File: src/rtl/pll_cfg_seq.sv
// pll_cfg_seq: bring-up sequencer that programs the PLL register block over a
// simple strobe bus (divider, VCO gain, loop filter), optionally reads each
// register back, writes the enable bit and waits for a stable pll_lock.
//
// Build option: define PLL_CFG_READBACK_EN to include the RD/CMP readback and
// retry flow. Without it every register is written once, ren stays 0 and
// rdata / MAX_RETRY are not used.
//
// Bus protocol: a transfer is one cycle with exactly one of wen/ren high;
// addr (and wdata for writes) are valid only in that cycle and are 0 in every
// other cycle. There is no back-pressure: the register block always accepts a
// write in its strobe cycle and returns read data in the cycle after ren.
module pll_cfg_seq #(
   parameter int MAX_RETRY    = 2,
   parameter int LOCK_TIMEOUT = 1024,
   parameter int LOCK_STABLE  = 8
) (
   input  logic       clk,
   input  logic       rst_n,
   input  logic       start,
   input  logic       abort,
   input  logic [7:0] cfg_div,
   input  logic [3:0] cfg_vco_gain,
   input  logic [1:0] cfg_lpf_rp,
   input  logic [1:0] cfg_lpf_cp,
   input  logic [1:0] cfg_lpf_c2,
   input  logic       pll_lock,
   output logic [7:0] addr,
   output logic [7:0] wdata,
   output logic       wen,
   output logic       ren,
   input  logic [7:0] rdata,
   output logic       busy,
   output logic       done,
   output logic       err,
   output logic [1:0] err_code,
   output logic [1:0] err_addr
);

`ifdef PLL_CFG_READBACK_EN
   typedef enum logic [3:0] {
      S_IDLE, S_WR, S_RD, S_CMP, S_EN, S_WAIT_LOCK, S_DIS, S_DONE, S_ERR
   } state_t;
`else
   typedef enum logic [3:0] {
      S_IDLE, S_WR, S_EN, S_WAIT_LOCK, S_DIS, S_DONE, S_ERR
   } state_t;
`endif

   // Saturating counter widths; guarded so a parameter of 0 still gives 1 bit.
   localparam int TMO_W  = (LOCK_TIMEOUT < 1) ? 1 : $clog2(LOCK_TIMEOUT + 1);
   localparam int LOCK_W = (LOCK_STABLE < 1) ? 1 : $clog2(LOCK_STABLE + 1);
   localparam logic [TMO_W-1:0]  TMO_MAX  = TMO_W'(LOCK_TIMEOUT);
   localparam logic [LOCK_W-1:0] LOCK_MAX = LOCK_W'(LOCK_STABLE);

   localparam logic [1:0] EC_NONE     = 2'b00;
   localparam logic [1:0] EC_MISMATCH = 2'b01;
   localparam logic [1:0] EC_TIMEOUT  = 2'b10;
   localparam logic [1:0] EC_ABORT    = 2'b11;

   state_t            state_q, state_d;
   logic [1:0]        idx_q, idx_d;
   logic [TMO_W-1:0]  tmo_q, tmo_d, tmo_inc;
   logic [LOCK_W-1:0] lock_q, lock_d, lock_inc;
   logic              en_written_q, en_written_d;

   // Shadow copies of the configuration, captured when start is accepted.
   logic [7:0]        sh_div_q, sh_div_d;
   logic [3:0]        sh_vco_q, sh_vco_d;
   logic [1:0]        sh_rp_q, sh_rp_d;
   logic [1:0]        sh_cp_q, sh_cp_d;
   logic [1:0]        sh_c2_q, sh_c2_d;

   logic [7:0]        addr_d, wdata_d;
   logic              wen_d, busy_d, done_d, err_d;
   logic [1:0]        err_code_d, err_addr_d;

`ifdef PLL_CFG_READBACK_EN
   localparam int RTY_W = (MAX_RETRY < 1) ? 1 : $clog2(MAX_RETRY + 1);
   localparam logic [RTY_W-1:0] RTY_MAX = RTY_W'(MAX_RETRY);
   logic [RTY_W-1:0]  retry_q, retry_d;
   logic              ren_d;
`else
   logic              unused_inputs;
   assign unused_inputs = ^{rdata, 32'(MAX_RETRY)};
   assign ren = 1'b0;
`endif

   // Byte that register i must hold for the given configuration.
   function automatic logic [7:0] exp_byte(input logic [1:0] i,
                                           input logic [7:0] div,
                                           input logic [3:0] vco,
                                           input logic [1:0] rp,
                                           input logic [1:0] cp,
                                           input logic [1:0] c2);
      logic [7:0] b;
      case (i)
         2'd0:    b = div;
         2'd1:    b = {4'b0000, vco};
         default: b = {2'b00, c2, cp, rp};
      endcase
      return b;
   endfunction

   function automatic logic is_busy(input state_t s);
      return !(s == S_IDLE || s == S_DONE || s == S_ERR);
   endfunction

   // Next-state, counter, flag and next-output logic.
   always_comb begin
      state_d      = state_q;
      idx_d        = idx_q;
      en_written_d = en_written_q;
      tmo_d        = '0;
      lock_d       = '0;
      sh_div_d     = sh_div_q;
      sh_vco_d     = sh_vco_q;
      sh_rp_d      = sh_rp_q;
      sh_cp_d      = sh_cp_q;
      sh_c2_d      = sh_c2_q;
      done_d       = done;
      err_d        = err;
      err_code_d   = err_code;
      err_addr_d   = err_addr;
`ifdef PLL_CFG_READBACK_EN
      retry_d      = retry_q;
`endif
      tmo_inc  = (tmo_q == TMO_MAX) ? tmo_q : tmo_q + TMO_W'(1);
      lock_inc = (lock_q == LOCK_MAX) ? lock_q : lock_q + LOCK_W'(1);

      case (state_q)
         S_IDLE, S_DONE, S_ERR: begin
            if (start) begin
               sh_div_d     = cfg_div;
               sh_vco_d     = cfg_vco_gain;
               sh_rp_d      = cfg_lpf_rp;
               sh_cp_d      = cfg_lpf_cp;
               sh_c2_d      = cfg_lpf_c2;
               done_d       = 1'b0;
               err_d        = 1'b0;
               err_code_d   = EC_NONE;
               err_addr_d   = 2'd0;
               idx_d        = 2'd0;
               en_written_d = 1'b0;
`ifdef PLL_CFG_READBACK_EN
               retry_d      = '0;
`endif
               state_d      = S_WR;
            end
         end
         S_WR: begin
`ifdef PLL_CFG_READBACK_EN
            state_d = S_RD;
`else
            if (idx_q == 2'd2) begin
               state_d = S_EN;
            end else begin
               idx_d   = idx_q + 2'd1;
               state_d = S_WR;
            end
`endif
         end
`ifdef PLL_CFG_READBACK_EN
         S_RD: begin
            state_d = S_CMP;
         end
         S_CMP: begin
            if (rdata == exp_byte(idx_q, sh_div_q, sh_vco_q, sh_rp_q, sh_cp_q, sh_c2_q)) begin
               if (idx_q == 2'd2) begin
                  state_d = S_EN;
               end else begin
                  idx_d   = idx_q + 2'd1;
                  retry_d = '0;
                  state_d = S_WR;
               end
            end else if (retry_q < RTY_MAX) begin
               retry_d = retry_q + RTY_W'(1);
               state_d = S_WR;
            end else begin
               // Enable was never written, so the register block is left as is.
               err_code_d = EC_MISMATCH;
               err_addr_d = idx_q;
               state_d    = S_ERR;
            end
         end
`endif
         S_EN: begin
            state_d = S_WAIT_LOCK;
         end
         S_WAIT_LOCK: begin
            tmo_d  = tmo_inc;
            lock_d = pll_lock ? lock_inc : '0;
            // Lock is checked first so it wins a same-cycle tie with timeout.
            if (lock_d == LOCK_MAX) begin
               state_d = S_DONE;
            end else if (tmo_d == TMO_MAX) begin
               err_code_d = EC_TIMEOUT;
               err_addr_d = 2'd3;
               state_d    = S_DIS;
            end
         end
         S_DIS: begin
            state_d = S_ERR;
         end
         default: begin
            state_d = S_IDLE;
         end
      endcase

      // Abort beats every other transition; the strobe already on the bus
      // this cycle is registered and completes regardless.
      if (abort && is_busy(state_q)) begin
         state_d    = en_written_q ? S_DIS : S_ERR;
         err_code_d = EC_ABORT;
         err_addr_d = 2'd3;
      end

      // en_written tracks "PLL enable is set and not yet undone", so a second
      // abort while the disable write is on the bus goes straight to ERR.
      if (state_d == S_EN) en_written_d = 1'b1;
      if (state_d == S_DIS) en_written_d = 1'b0;
      if (state_d == S_DONE) done_d = 1'b1;
      if (state_d == S_ERR) err_d = 1'b1;

      // Bus outputs are derived from the next state so they appear registered
      // in the same cycle the FSM occupies the matching state.
      wen_d   = 1'b0;
      addr_d  = 8'h00;
      wdata_d = 8'h00;
`ifdef PLL_CFG_READBACK_EN
      ren_d   = 1'b0;
`endif
      case (state_d)
         S_WR: begin
            wen_d   = 1'b1;
            addr_d  = {6'b000000, idx_d};
            wdata_d = exp_byte(idx_d, sh_div_d, sh_vco_d, sh_rp_d, sh_cp_d, sh_c2_d);
         end
`ifdef PLL_CFG_READBACK_EN
         S_RD: begin
            ren_d  = 1'b1;
            addr_d = {6'b000000, idx_d};
         end
`endif
         S_EN: begin
            wen_d   = 1'b1;
            addr_d  = 8'h03;
            wdata_d = 8'h01;
         end
         S_DIS: begin
            wen_d   = 1'b1;
            addr_d  = 8'h03;
            wdata_d = 8'h00;
         end
         default: begin
         end
      endcase
      busy_d = is_busy(state_d);
   end

   // State, counters, shadow registers and all registered outputs.
   always_ff @(posedge clk or negedge rst_n) begin
      if (!rst_n) begin
         state_q      <= S_IDLE;
         idx_q        <= 2'd0;
         tmo_q        <= '0;
         lock_q       <= '0;
         en_written_q <= 1'b0;
         sh_div_q     <= 8'h00;
         sh_vco_q     <= 4'h0;
         sh_rp_q      <= 2'd0;
         sh_cp_q      <= 2'd0;
         sh_c2_q      <= 2'd0;
         addr         <= 8'h00;
         wdata        <= 8'h00;
         wen          <= 1'b0;
         busy         <= 1'b0;
         done         <= 1'b0;
         err          <= 1'b0;
         err_code     <= 2'b00;
         err_addr     <= 2'd0;
`ifdef PLL_CFG_READBACK_EN
         retry_q      <= '0;
         ren          <= 1'b0;
`endif
      end else begin
         state_q      <= state_d;
         idx_q        <= idx_d;
         tmo_q        <= tmo_d;
         lock_q       <= lock_d;
         en_written_q <= en_written_d;
         sh_div_q     <= sh_div_d;
         sh_vco_q     <= sh_vco_d;
         sh_rp_q      <= sh_rp_d;
         sh_cp_q      <= sh_cp_d;
         sh_c2_q      <= sh_c2_d;
         addr         <= addr_d;
         wdata        <= wdata_d;
         wen          <= wen_d;
         busy         <= busy_d;
         done         <= done_d;
         err          <= err_d;
         err_code     <= err_code_d;
         err_addr     <= err_addr_d;
`ifdef PLL_CFG_READBACK_EN
         retry_q      <= retry_d;
         ren          <= ren_d;
`endif
      end
   end

endmodule

File: config.mk
export PLATFORM = sky130hd
export DESIGN_NAME = pll_cfg_seq
export DESIGN_NICKNAME = d
export VERILOG_FILES = /design/src/rtl/pll_cfg_seq.sv
export SDC_FILE = /design/constraint.sdc
export NUM_CORES = 1
export LEC_CHECK = 0
export ABC_CLOCK_PERIOD_IN_PS = 3800
export CORE_MARGIN = 5
export CORE_UTILIZATION = 50
export CTS_CLUSTER_DIAMETER = 100
export DETAILED_ROUTE_END_ITERATION = 8
export GPL_ROUTABILITY_DRIVEN = 0
export PLACE_DENSITY_LB_ADDON = 0.3
export SLEW_MARGIN = 20
export SYNTH_ARGS = -nofsm -noshare
export SYNTH_HDL_FRONTEND = slang
export SYNTH_SLANG_ARGS = --single-unit
File: constraint.sdc
create_clock -name clk -period 3.8 [get_ports clk]
set_clock_uncertainty 0.1 [all_clocks]
set_input_delay 0.38 -clock clk [delete_from_list [all_inputs] [get_ports clk]]
set_output_delay 0.38 -clock clk [all_outputs]
set_load 0.01 [all_outputs]
==> impl_metrics.env <==
export IMPL_grt_pass1_wl_um=9720
export IMPL_cts_resized=0
export IMPL_num_rows=28
export IMPL_hold_class="in -> async"
export IMPL_utilization_pct=59.6
export IMPL_syn_inst=285
export IMPL_cts_tree="done"
export IMPL_violations="negative hold slack"
export IMPL_netlist_top_cells_area="dfrtp_1, mux2_2, buf_4"
export IMPL_worstPathMaxFanout=15
export IMPL_drtAntennaViolNets=0
export IMPL_vias_per_cell=5.38
export IMPL_slowest_delay_ns=0.57
export IMPL_final_min_clock_period_ns=2.87
export IMPL_numCtsBuffers=5
export IMPL_grt_use_total_pct=15.7
export IMPL_grt_start_max_net_pins=30
export IMPL_cts_setup_buffers=0
export IMPL_place_hpwl_um=4210
export IMPL_post_route_period_util_pct=75.4
export IMPL_async_flop_share_pct=100
export IMPL_antenna_cells=0
export IMPL_setup_tns_ns=0
export IMPL_synth_edf_count=0
export IMPL_cts_sinks=56
export IMPL_crit_required_ns=3.93
export IMPL_cts_hold_buf=0
export IMPL_ys_types=63
export IMPL_max_freq_mhz=349
export IMPL_htreeDepth=2
export IMPL_worstSetupEndpointType="register"
export IMPL_nNetsFinal=355
export IMPL_synth_flop_cell="dfrtp_1"
export IMPL_slew_violations=0
export IMPL_core_area_um2=5960
export IMPL_cp_start_kind="register"
export IMPL_relSlewSlack_pct=49.8
export IMPL_yosysSeqAreaShare_pct=45.5
export IMPL_post_synth_top_count_cell="dfrtp_1"
export IMPL_crit_arrival_ns=3.00
export IMPL_grt_pass1_vias=2033
export IMPL_synth_top_area_share_pct=45.5
export IMPL_hold_viol_final=28
export IMPL_path_class="reg -> reg"
export IMPL_vias=2119
export IMPL_yosys_area_top_type="dfrtp_1"
export IMPL_boundaryPins=56
export IMPL_power_density_nw_per_um2=608
export IMPL_route_detailed_drc=0
export IMPL_tightestPinTransition_ns=0.748
export IMPL_initial_utilization_pct=51.7
export IMPL_setup_viol=0
export IMPL_wire_per_inst_um=14.4
export IMPL_drive_gt1_share_pct=16.6
export IMPL_post_route_cell_area_um2=3550
export IMPL_p_leak_nw=1.49
export IMPL_place_area_um2=3460
export IMPL_totalPowerFinal_mw=2.16
export IMPL_drt_iter0_drc=74
export IMPL_fp_dieArea_um2=7830
export IMPL_crit_chain="or4b_1 -> o22ai_2 -> buf_4 -> o31ai_2 -> inv_1 -> nand2_1 -> nor3b_1"
export IMPL_clockBufferDepth=2
export IMPL_place_inst=386
export IMPL_rsz0062_at_grt="false"
export IMPL_ys_top_cells_by_count="dfrtp_1, nor2_1, mux2_2, nand2_1, inv_1"
export IMPL_layout_cells_non_filler=394
export IMPL_clkTransAtPathRegs_ns=0.10
export IMPL_whs_ns=-0.0139
export IMPL_cp_slowest_cell="o22ai_2"
export IMPL_port_buffers=40
export IMPL_grt_overflow_total=0
export IMPL_ys_ff_latch=56
export IMPL_antenna_found_initial=0
export IMPL_firstDrtPassIters=4
export IMPL_preCtsSetupSlack_ns=0.608
export IMPL_cts_root_buf="clkbuf_8"
export IMPL_wl_um=5680
export IMPL_insertion_delay_ns=0.31
export IMPL_syn_mean_instance_area_um2=10.8
export IMPL_setup_ws_ns=0.933
export IMPL_drv_cap=0
export IMPL_yosysWarnings=0
export IMPL_synth_area_um2=3080
export IMPL_area_growth_pct=15.2
export IMPL_die_y_um=88.5
export IMPL_peakVddDrop_uv=309
export IMPL_status="finished with violations"
export IMPL_dieWidth_um=88.5
-- report_power, final --
group	switching, mW	internal (mW)
Sequential	0.108	0.789
Clock	0.195	0.132
Combinational	0.456	0.476
Total	0.759	1.40
-- cell families (layout without fill, tap and decap cells) --
group                      Yosys count  count (layout)  synth area share [%]
muxes                               24              24                  8.57
and+or+nand+nor                     89              89                  16.8
xor gates and xnor gates            16              16                  4.79
buffers and inverters               40              67                  7.44
DFF                                 56              56                  45.5
AOI/OAI and AO/OA                   52              52                  14.0
other                                1               8                 0.122
adders and majority gates            7               7                  2.76
-- flip-flops by register name, indices dropped and copies added, names as in the netlist --
name          count
err               1
tmo_q            11
sh_div_q          8
busy              1
en_written_q      1
err_code          1
err_addr          1
addr              2
sh_rp_q           2
lock_q            4
wen               1
wdata             8
idx_q             2
sh_vco_q          4
done              1
sh_cp_q           2
sh_c2_q           2
state_q           4
-- path summary, 6_finish.rpt --
path	start	to	slack, ns	cells after the start
min	rst_n	err_addr[0]$_DFFE_PN0P_	-0.01	1
max	state_q[1]$_DFF_PN0_	wdata[6]$_DFF_PN0_	0.93	7
max reg2reg	state_q[1]$_DFF_PN0_	wdata[6]$_DFF_PN0_	0.93	7
max in group asynchronous	rst_n	tmo_q[7]$_DFF_PN0_	2.83	2
min in group clk	done$_DFFE_PN0P_	done$_DFFE_PN0P_	0.40	1
min reg2reg	done$_DFFE_PN0P_	done$_DFFE_PN0P_	0.40	1
-- critical path, delay by kind of cell, from the launching register on --
kind | cells | cell delay, ns
buf+inv | 2 | 0.55
simple gates | 3 | 0.84
flops | 1 | 0.56
compound gates | 2 | 0.73
-- cell type report --
class | count | area (µm²)
Timing Repair Buffer | 43 | 418
Clock buffer | 5 | 68.8
Sequential cell | 56 | 1400
Inverter | 16 | 62.6
Clock inverter | 3 | 22.5
Multi-Input combinational cell | 196 | 1480
Fill cell | 510 | 2410
Tap cell | 75 | 93.8
-- metal layers --
| layer | track usage, % | wire length [µm] |
|---|---|---|
| met1 | 21.6 | 2640 |
| met2 | 25.2 | 2730 |
| met3 | 3.35 | 278 |
| met4 | 4.53 | 33 |
| met5 | 0 | 0 |
-- cells in the final DEF (no fill, tap or decap), types with 4 or more instances in the layout --
cell type | netlist | layout
o21ai_0 | 5 | 5
inv_1 | 14 | 14
conb_1 | 1 | 8
nor2_1 | 20 | 20
nand2b_1 | 5 | 5
mux2i_1 | 5 | 5
mux2_2 | 19 | 19
nand3b_1 | 4 | 4
nand2_1 | 19 | 19
clkbuf_8 | 0 | 5
dfrtp_1 | 56 | 56
o22ai_1 | 5 | 4
xnor2_1 | 10 | 10
nor3_1 | 5 | 5
a21oi_1 | 9 | 9
nand3_1 | 7 | 7
xor2_1 | 5 | 5
clkdlybuf4s50_1 | 0 | 39
and3_1 | 8 | 8
ha_1 | 6 | 6
Power figures use the tool's default switching activity.
==> edit (same flow settings) <==
Build with the macro `PLL_CFG_READBACK_EN` defined.
--- a/src/rtl/pll_cfg_seq.sv
+++ b/src/rtl/pll_cfg_seq.sv
@@ -11,4 +11,6 @@
 // other cycle. There is no back-pressure: the register block always accepts a
 // write in its strobe cycle and returns read data in the cycle after ren.
+`define PLL_CFG_READBACK_EN
+
 module pll_cfg_seq #(
    parameter int MAX_RETRY    = 2,
Check against the original RTL: not equivalent (a bounded check fails within 4 cycles, from zero or initial values and one cycle with rst_n low).
==> edit against the original RTL <==
Count of clock-buffer cells in the layout increased by 4; synthesized area rose by 13%; clock power rose by 77%; setup slack got worse by 0.76 ns; worst hold slack better by 0.024 ns; design area increased by 19%; routed wire length increased by 38%; total power increased by 8.1%; sequential power increased by 4.0%; sequential share of layout area fell by 3.5 points; sequential cell count rose by 5; via count grew 34%.
==> edit: results (changes against the original RTL) <==
| Metric | Value |
|---|---|
| Outcome | complete, no violations |
| Overall global routing resource usage | 0.186 (+0.0290) |
| Pin count of the biggest net entering global routing | 35 (+17%) |
| Share of the synthesized area in compound gates (AO/OA/AOI/OAI) | 0.137 (-0.00262) |
| Share of cells above drive strength 1 | 0.167 (+0.000522) |
| Number of buffers inserted during clock tree synthesis | 9 (+4) |
| CTS H-Tree Depth | 3 (+1) |
| Clock network latency to the later pin of the worst-skew pair | 0.34 ns (+0.03 ns) |
| Leakage power | 1.81 nW (+22%) |
| Detailed Routing Iterations Pass 1 | 5 (+1) |
| Slowest stage cell, crit path | sky130_fd_sc_hd__or4_4 |
| Count of nets after finishing | 441 (+24%) |
| First-pass GRT wire length | 12.9 mm (+33%) |
| Sw Pwr | 775 uW (+2.0%) |
| Sequential fraction of the synthesis area | 0.438 (-0.0170) |
| Post-synthesis adder-cell area fraction | 0.0251 (-0.00250) |
| Global routing met2 resource utilization | 0.282 (+0.0295) |
| Via count of the first global-routing pass | 2,714 (+33%) |
| Depth of the most critical reg-to-reg path | 10 (+3) |
| Post-CTS clock slew at the launch and capture registers of the worst setup and hold paths | 0.08 ns (-0.02 ns) |
| Global routing usage on met1 | 0.256 (+0.0396) |
| Fraction of synthesized cell area in xor and xnor cells | 0.0377 (-0.0102) |
| Global-route track usage on met3 | 0.0442 (+0.0107) |
| Max-Slew Margin vs Limit | 0.480 (-0.0187) |
| Port Buffers | 49 (+23%) |
| Leading cell types by total area after synthesis | sky130_fd_sc_hd__dfrtp_1 (44%), sky130_fd_sc_hd__mux2_2 (7.1%), sky130_fd_sc_hd__nor2_1 (3.4%) |
| Routed length per instance | 15.5 um (+7.5%) |
| Delay of the slowest critical-path stage | 0.63 ns (+0.06 ns) |
| Initial antenna violation count | 0 (unchanged) |
| Flop-to-flop setup slack | 0.18 ns (-0.76 ns) |
| Multiplexer area fraction after synthesis | 0.0926 (+0.00690) |
| Number of vias in the routed layout | 2,835 (+34%) |
| Total combinational power | 815 uW (-13%) |
| Start point of the critical path | idx_q[0]$_DFF_PN0_ |
| Crit path arrival time | 3.76 ns (+0.76 ns) |
| Top cell types by occurrence after synthesis | sky130_fd_sc_hd__dfrtp_1 (61), sky130_fd_sc_hd__nor2_1 (32), sky130_fd_sc_hd__nand2_1 (30), sky130_fd_sc_hd__mux2_2 (22), sky130_fd_sc_hd__a21oi_1 (20) |
| Iteration-0 DRC count of the detailed router | 135 (+82%) |
| Maximum ir drop on the vdd rail | 395 uV (+28%) |
| Endpoint of the most critical register-to-register path | en_written_q$_DFFE_PN0P_ |
| Top fanout value on the critical path | 8 (-7) |
==> edit: stage by stage <==
stage / std cells / hold slack (ns) / worst slack (ns) / instance area (um2) / power (mW)
floorplan: 357 / -0.0156 / 0.332 / 3500 / 1.44
global placement: 487 / 0.379 / 0.255 / 4020 / 1.73
detailed placement: 487 / 0.372 / 0.164 / 4020 / 1.74
CTS: 503 / 0.0336 / 0.140 / 4210 / 2.33
global route: 504 / 0.0744 / 0.0607 / 4240 / 2.47
finish: 504 / 0.0106 / 0.176 / 4240 / 2.33
==> edit: cell type report <==
| type | count | area, um2 |
|---|---|---|
| repair buffers | 54 | 523 |
| inverters | 13 | 48.8 |
| well taps | 96 | 120 |
| flip-flops and latches | 61 | 1530 |
| clock buffers | 9 | 124 |
| fillers | 563 | 2560 |
| multi-input cells | 264 | 1820 |
| clock inverters | 7 | 75.1 |
==> edit: per-layer routing <==
metal / part of all wire / up-vias
met5: 0 / -
met4: 0.014 / 0
met3: 0.060 / 10
met2: 0.46 / 93
met1: 0.46 / 1375
li1: - / 1357
